===== config.mk =====
export PLATFORM = sky130hd
export DESIGN_NAME = vram_bw_reader
export DESIGN_NICKNAME = d
export VERILOG_FILES = /design/src/rtl/ntsc_vram_pkg.sv /design/src/rtl/sync_delay.sv /design/src/rtl/vram_bw_reader.sv
export SDC_FILE = /design/constraint.sdc
export NUM_CORES = 1
export LEC_CHECK = 0
export BUFFER_PORTS_ARGS = -buffer_cell sky130_fd_sc_hd__buf_4
export CAP_MARGIN = 20
export CORE_MARGIN = 8
export CORE_UTILIZATION = 40
export CTS_BUF_LIST = sky130_fd_sc_hd__clkbuf_8 sky130_fd_sc_hd__clkbuf_16
export CTS_CLUSTER_DIAMETER = 30
export CTS_CLUSTER_SIZE = 40
export DETAILED_ROUTE_END_ITERATION = 16
export PLACE_DENSITY = 0.65
export SETUP_SLACK_MARGIN = 0.05
export SKIP_CTS_REPAIR_TIMING = 1
export SLEW_MARGIN = 20
export SYNTH_ARGS = -nofsm -noshare
export SYNTH_HDL_FRONTEND = slang
export SYNTH_SLANG_ARGS = --single-unit

===== constraint.sdc =====
create_clock -name clk -period 3.25 [get_ports clk]
set_clock_uncertainty 0.1 [all_clocks]
set_input_delay 0.65 -clock clk [delete_from_list [all_inputs] [get_ports clk]]
set_output_delay 0.65 -clock clk [all_outputs]
set_load 0.01 [all_outputs]

===== src/rtl/ntsc_vram_pkg.sv =====
// Frame-buffer layout shared by the NTSC writer and the XGA reader:
// address field positions, active-area defaults and packed-word byte order.
package ntsc_vram_pkg;

    localparam int H_ACTIVE_DEF = 1024;
    localparam int V_ACTIVE_DEF = 768;

    localparam int COL_W     = 8;
    localparam int LINE_W    = 9;
    localparam int FIELD_BIT = COL_W;
    localparam int ADDR_W    = 1 + LINE_W + 1 + COL_W;

    // Leftmost display pixel of a word sits in the most significant byte
    localparam int PIX0_LSB = 24;
    localparam int PIX1_LSB = 16;
    localparam int PIX2_LSB = 8;
    localparam int PIX3_LSB = 0;

    typedef logic [31:0]       vram_word_t;
    typedef logic [ADDR_W-1:0] vram_addr_t;

    function automatic vram_addr_t vram_word_addr(input logic [9:0] vcount,
                                                  input logic [10:0] hcount);
        return {1'b0, vcount[LINE_W:1], vcount[0], hcount[COL_W+1:2]};
    endfunction

    function automatic logic [7:0] word_byte(input vram_word_t w, input logic [1:0] idx);
        logic [7:0] b;
        case (idx)
            2'd0:    b = w[PIX0_LSB +: 8];
            2'd1:    b = w[PIX1_LSB +: 8];
            2'd2:    b = w[PIX2_LSB +: 8];
            default: b = w[PIX3_LSB +: 8];
        endcase
        return b;
    endfunction

endpackage


===== src/rtl/sync_delay.sv =====
// N-stage shift register with a per-bit reset value; used for syncs/blank,
// the load tag and the column-phase delay.
module sync_delay #(
    parameter int             W       = 1,
    parameter int             N       = 1,
    parameter logic [W-1:0]   RST_VAL = '0
) (
    input  logic         clk_i,
    input  logic         rst_ni,
    input  logic [W-1:0] d_i,
    output logic [W-1:0] q_o
);

    logic [W-1:0] stage_q [N];

    always_ff @(posedge clk_i or negedge rst_ni) begin
        if (!rst_ni) begin
            for (int i = 0; i < N; i++) stage_q[i] <= RST_VAL;
        end else begin
            stage_q[0] <= d_i;
            for (int i = 1; i < N; i++) stage_q[i] <= stage_q[i-1];
        end
    end

    assign q_o = stage_q[N-1];

endmodule


===== src/rtl/vram_bw_reader.sv =====
// Display-side reader of the NTSC frame buffer: one ZBT word read per four
// XGA pixels, unpacked to 8-bit luminance with optional black/white threshold.
module vram_bw_reader
    import ntsc_vram_pkg::*;
#(
    parameter int READ_LAT = 2,
    parameter int H_ACTIVE = H_ACTIVE_DEF,
    parameter int V_ACTIVE = V_ACTIVE_DEF
) (
    input  logic        clk,
    input  logic        reset_n,
    input  logic [10:0] hcount,
    input  logic [9:0]  vcount,
    input  logic        hsync_in,
    input  logic        vsync_in,
    input  logic        blank_in,
    input  logic        mode,
    input  logic [7:0]  threshold,
    output logic [18:0] vram_addr,
    output logic        vram_rd,
    input  logic [35:0] vram_read_data,
    output logic [7:0]  pixel,
    output logic        hsync_out,
    output logic        vsync_out,
    output logic        blank_out
);

    localparam logic [10:0] H_LIM = 11'(H_ACTIVE);
    localparam logic [9:0]  V_LIM = 10'(V_ACTIVE);

    logic       issue;
    vram_addr_t addr_d, addr_q;
    logic       rd_q;
    logic       load_tag;
    vram_word_t word_q;
    logic       blank_sel;
    logic [1:0] col_sel;
    logic [7:0] pix_byte;
    logic [7:0] pixel_d, pixel_q;
    logic       unused_hi;

    assign unused_hi = ^vram_read_data[35:32];

    // Request stage: address/strobe registered one cycle after hcount
    assign issue = (hcount < H_LIM) && (vcount < V_LIM) && (hcount[1:0] == 2'b00);

    always_comb begin
        addr_d = addr_q;
        if (issue) addr_d = vram_word_addr(vcount, hcount);
    end

    always_ff @(posedge clk or negedge reset_n) begin
        if (!reset_n) begin
            addr_q <= '0;
            rd_q   <= 1'b0;
        end else begin
            addr_q <= addr_d;
            rd_q   <= issue;
        end
    end

    assign vram_addr = addr_q;
    assign vram_rd   = rd_q;

    // Tag reaches the end of the line in the cycle the ZBT word is on the bus
    sync_delay #(.W(1), .N(READ_LAT + 1), .RST_VAL(1'b0)) u_load_tag (
        .clk_i  (clk),
        .rst_ni (reset_n),
        .d_i    (issue),
        .q_o    (load_tag)
    );

    sync_delay #(.W(3), .N(READ_LAT + 2), .RST_VAL(3'b100)) u_sel_delay (
        .clk_i  (clk),
        .rst_ni (reset_n),
        .d_i    ({blank_in, hcount[1:0]}),
        .q_o    ({blank_sel, col_sel})
    );

    sync_delay #(.W(3), .N(READ_LAT + 3), .RST_VAL(3'b111)) u_sync_delay (
        .clk_i  (clk),
        .rst_ni (reset_n),
        .d_i    ({hsync_in, vsync_in, blank_in}),
        .q_o    ({hsync_out, vsync_out, blank_out})
    );

    // Capture and unpack stage
    assign pix_byte = word_byte(word_q, col_sel);

    always_comb begin
        pixel_d = pix_byte;
        if (mode) pixel_d = (pix_byte >= threshold) ? 8'hFF : 8'h00;
        if (blank_sel) pixel_d = 8'h00;
    end

    always_ff @(posedge clk or negedge reset_n) begin
        if (!reset_n) begin
            word_q  <= '0;
            pixel_q <= '0;
        end else begin
            if (load_tag) word_q <= vram_read_data[31:0];
            pixel_q <= pixel_d;
        end
    end

    assign pixel = pixel_q;

endmodule


Word level (Yosys, flattened, before mapping)
Cells that the tools add are included.

cells by class
  eq/ne operators = 2
  reductions and logical operators = 4
  mux-type cells = 4
  magnitude comparators = 3

operator list
  operator                                             count
  2-to-1 mux 8 bit                                     3
  case mux 8 bit (3 select lines)                      1
  less-than comparator 11 bit, second input constant   1
  less-than comparator 10 bit, second input constant   1
  >= comparator 8 bit                                  1
  logical NOT 2 bit                                    2
  equality test 2 x 1 -> 1 bit, second input constant  1
  equality test 2 bit, second input constant           1
  logical AND 1 bit                                    2

word-level totals
  register bits = 88
  output and inout bits = 31
  input port bits = 71

Longest topological paths before layout
  depth in word-level cells = 6
  gate-level depth with buffers = 8
  depth with buffers taken out = 7

Hierarchy
A second synthesis with hierarchy kept.

unflattened totals
  cells, all modules = 207
  area, all modules = 3425.8 um2

by module, submodules not included
  module                      cells an instance  area each (um2)  instances
  vram_bw_reader              171                2606.2           1
  sync_delay at u_sync_delay  18                 416.6            1
  sync_delay at u_sel_delay   15                 327.8            1
  sync_delay at u_load_tag    3                  75.1             1

Worst setup path before layout
Ideal clock, no wire load.

  path kind = register to register
  start = register u_sel_delay.stage_q, in the netlist u_sel_delay.q_o[0]
  end = register pixel_q[1], in the netlist pixel[1]
  path buffers = 1
  path slack = 651 ps
  setup time = 130 ps
  data required time = 3020 ps
  cell stages (with the launch flop) = 8
  arrival time = 2370 ps
  cell sequence = dfrtp_1 buf_2 mux4_2 ha_1 a21o_1 a2111oi_0 a2bb2oi_2 nor2_1

between the ends
  longest elaborated chain between the ends = 6

RTL lines
  what                                         line                   RTL
  from (decl)                                  sync_delay.sv:14       logic [W-1:0] stage_q [N];
  equality test 2 bit (tied with other cells)  ntsc_vram_pkg.sv:29    case (idx)
  case mux 8 bit (3 select lines) (*)          ntsc_vram_pkg.sv:29
  >= comparator 8 bit                          vram_bw_reader.sv:92   if (mode) pixel_d = (pix_byte >= threshold) ? 8'hFF : 8'h00;
  2-to-1 mux 8 bit                             vram_bw_reader.sv:92
  2-to-1 mux 8 bit (*)                         vram_bw_reader.sv:92
  2-to-1 mux 8 bit (*)                         vram_bw_reader.sv:93   if (blank_sel) pixel_d = 8'h00;
  via pixel_d[1]                               vram_bw_reader.sv:39   logic [7:0] pixel_d, pixel_q;
  to (signal assigned)                         vram_bw_reader.sv:102  pixel_q <= pixel_d;
  to (decl)                                    vram_bw_reader.sv:39

Mark *: on every way through the listed nets, which the timed path passes. The rest lies on a longest branch.
A chain may end at the register's enable or synchronous reset.

Final worst setup path
  start = register u_sel_delay.stage_q, in the netlist u_sel_delay.q_o[0]
  end = register pixel_q[3], in the netlist pixel[3]

Same word-level chain as after synthesis.

==> impl_metrics.json <==
{
  "placed_cell_area_um2": 4071,
  "max-clock-path-buffers": 2,
  "hold_class": "flip-flop to flip-flop",
  "antenna_cells": 0,
  "fin_area_um2": 4269,
  "cp_max_fo": 8,
  "drc": 0,
  "met1_usage_pct": 14.47,
  "crit_type": "flip-flop to flip-flop",
  "cts_tree": "done",
  "synth_cell_type_count": 24,
  "die_x_um": 106.1,
  "p_total_uw": 2517,
  "worst_slack_ps": 429.8,
  "slew_viol_final": 0,
  "drt_iter0_drc": 44,
  "ant_nets": 0,
  "min_period_ps": 2820,
  "yosysMostFrequentCell": "dfrtp_1",
  "place_hpwl_um": 4780,
  "syn_avg_cell_area_um2": 16.57,
  "combPwrFrac_pct": 20.6,
  "synthTopCellsByArea": "dfrtp_1 53%, mux2_2 14%, dfstp_2 12%",
  "dp_slack_ps": 439.3,
  "path_cells": "mux4_2 > ha_1 > and4_1 > a2111oi_0 > a2bb2oi_2 > nor2_1",
  "synth_top_family_by_area": "multiplexers",
  "syn-num-nets": 275,
  "synth-simple-area-share_pct": 2.696,
  "synth_top_area_cell": "dfrtp_1",
  "max-vdd-ir-drop_mv": 0.3524,
  "start_kind": "flip-flop",
  "status": "finished, final reports clean",
  "drv_cap": 0,
  "grt.busiest_layer": "met2",
  "setup_tns_ps": 0,
  "dr.pass1.iters": 4,
  "gp_congestion": 0.7997,
  "slowest_stage": "mux4_2",
  "synth_top_area_share_pct": 53.16,
  "ios": 102,
  "synth_commonest_cells": "69 x dfrtp_1, 41 x mux2_2, 16 x nor2_1, 15 x dfstp_2",
  "die-area_um2": 11260,
  "ys_seq_area_share_pct": 65.29,
  "synth_compound_area_share_pct": 2.273,
  "core_um2": 8051,
  "synth.area.mux_share_pct": 23.92,
  "synthCells": 196,
  "switchingPower_uw": 618.2,
  "drt_wl_total_um": 6518,
  "synth_area_um2": 3248,
  "via_per_inst": 4.654,
  "power_frac_seq_pct": 51.5,
  "tightest_slew_ps": 733.5,
  "slowest_delay_ps": 580,
  "fillerInstances": 711,
  "die-height_um": 106.1,
  "powerDensity_nw_per_um2": 589.6,
  "htree_levels": 3,
  "drive_gt1_share_pct": 61.59,
  "grt_use_met2_pct": 17.43,
  "num_rows": 33,
  "vias": 1894,
  "hold_violations": 0,
  "synth-edff-count": 0,
  "grt_pass1_vias": 2248,
  "nets": 376,
  "wl_per_cell_um": 16.01,
  "synthFlopType": "dfrtp_1",
  "clk_latency_ps": 330,
  "grt_overflow": 0,
  "ys_warn_count": 0,
  "place_inst": 391,
  "syn_to_final_growth_pct": 31.43,
  "leakagePower_uw": 0.002025,
  "grt_use_met3_pct": 7.199,
  "async_reset_ff_share_pct": 100.0,
  "p_clk_share_pct": 27.9,
  "clockRootBuffer": "clkbuf_8",
  "stdcell_count": 407,
  "synth-adder-area-share_pct": 3.082,
  "finalCritPeriodShare_pct": 86.78,
  "grt_usage_pct": 12.24,
  "initial_core_util_pct": 40.34,
  "cts-buffers-inserted": 9,
  "grt_max_degree": 85,
  "rsz0062_at_grt": "false",
  "critical_path_required_ps": 3360,
  "cts.clk_slew.worst_paths_ps": 80,
  "clkSinkCount": 84,
  "synth_seq_cells": 84,
  "power.internal_uw": 1899,
  "fmax_mhz": 354.6,
  "max_slew_margin_pct": 51.10,
  "end_kind": "flip-flop",
  "port_buffers": 96,
  "antenna_found_initial": 0,
  "final-setup-viol-count": 0,
  "synth_xor_xnor_area_share_pct": 0,
  "sw_frac_of_total_pct": 24.56,
  "grt_pass1_wl_um": 10880,
  "cp.arrival_ps": 2930
}
==> cell families (layout without fill, tap and decap cells) <==
group,after synthesis,count (layout)
and+or+nand+nor,20,20
muxes,58,58
DFF,84,84
buffers and inverters,18,124
other,1,1
adders and majority gates,8,8
AOI/OAI and AO/OA,7,7
==> layout make-up <==
| class | instances | area [um^2] | area share (%) |
|---|---|---|---|
| Sequential cell | 84 | 2121 | 49.68 |
| Tap cell | 105 | 131.4 | 3.077 |
| Multi-Input combinational cell | 94 | 1042 | 24.41 |
| Inverter | 9 | 33.78 | 0.7913 |
| Clock inverter | 5 | 20.02 | 0.4689 |
| Clock buffer | 11 | 173.9 | 4.074 |
| Timing Repair Buffer | 99 | 747.0 | 17.50 |
==> power by group through the flow <==
stage | Combinational, uW | Sequential [uW] | Clock [uW]
final | 519 | 1300 | 702
after global routing | 578 | 1320 | 775
after CTS | 530 | 1300 | 735
after detailed placement | 529 | 1320 | 0
after global placement | 518 | 1310 | 0
after floorplan | 262 | 1330 | 0
==> final timing paths <==
check	startpoint	endpoint	slack (ps)	cells after the start
max reg2reg	u_sel_delay.q_o[0]$_DFF_PN0_	pixel[3]$_DFF_PN0_	430	6
min reg2reg	u_sel_delay.stage_q[4]$_DFF_PN0_	u_sel_delay.q_o[1]$_DFF_PN0_	250	0
max	u_sel_delay.q_o[0]$_DFF_PN0_	pixel[3]$_DFF_PN0_	430	6
min in group asynchronous	reset_n	pixel[3]$_DFF_PN0_	260	1
min	u_sel_delay.stage_q[4]$_DFF_PN0_	u_sel_delay.q_o[1]$_DFF_PN0_	250	0
max in group asynchronous	reset_n	word_q[8]$_DFFE_PN0P_	2310	1
==> routing by layer <==
| metal | up-vias | wire length [um] |
|---|---|---|
| li1 | 883 | - |
| met1 | 916 | 2693 |
| met5 | - | 0 |
| met2 | 83 | 2815 |
| met3 | 12 | 865 |
| met4 | 0 | 143 |
==> sequential cells by signal (all words and copies together), names as in the netlist <==
name	count
pixel	8
u_load_tag.q_o	1
u_load_tag.stage_q	2
u_sel_delay.q_o	2
u_sel_delay.stage_q	6
u_sync_delay.q_o	3
u_sync_delay.stage_q	12
vram_addr	18
word_q	32
==> cell usage in the layout (no fill, tap or decap), types with 2 or more instances in the layout <==
master,Yosys,layout
mux2_4,9,9
o21ai_0,2,2
clkbuf_8,0,9
dfrtp_1,69,69
mux2_2,41,41
nor2_1,16,16
inv_1,9,13
dfstp_2,15,15
mux4_2,8,8
buf_4,1,98
clkbuf_16,0,2
ha_1,8,8
==> worst max-delay path: cells and delay by family (launching register included) <==
kind | cells | cell delay (ps)
AO/OA/AOI/OAI | 2 | 910
AND/OR/NAND/NOR | 2 | 270
adder cells (fa/ha/maj) | 1 | 330
flip-flops | 1 | 510
multiplexers | 1 | 580
==> metrics by stage <==
stage	utilization [%]	hold slack [ps]
final	53.02	251.8
after global routing	53.02	258.0
after CTS	52.98	253.9
after detailed placement	50.57	234.7
after global placement	50.57	232.8
after floorplan	-	231.2
(Power assumes the default switching activity.)
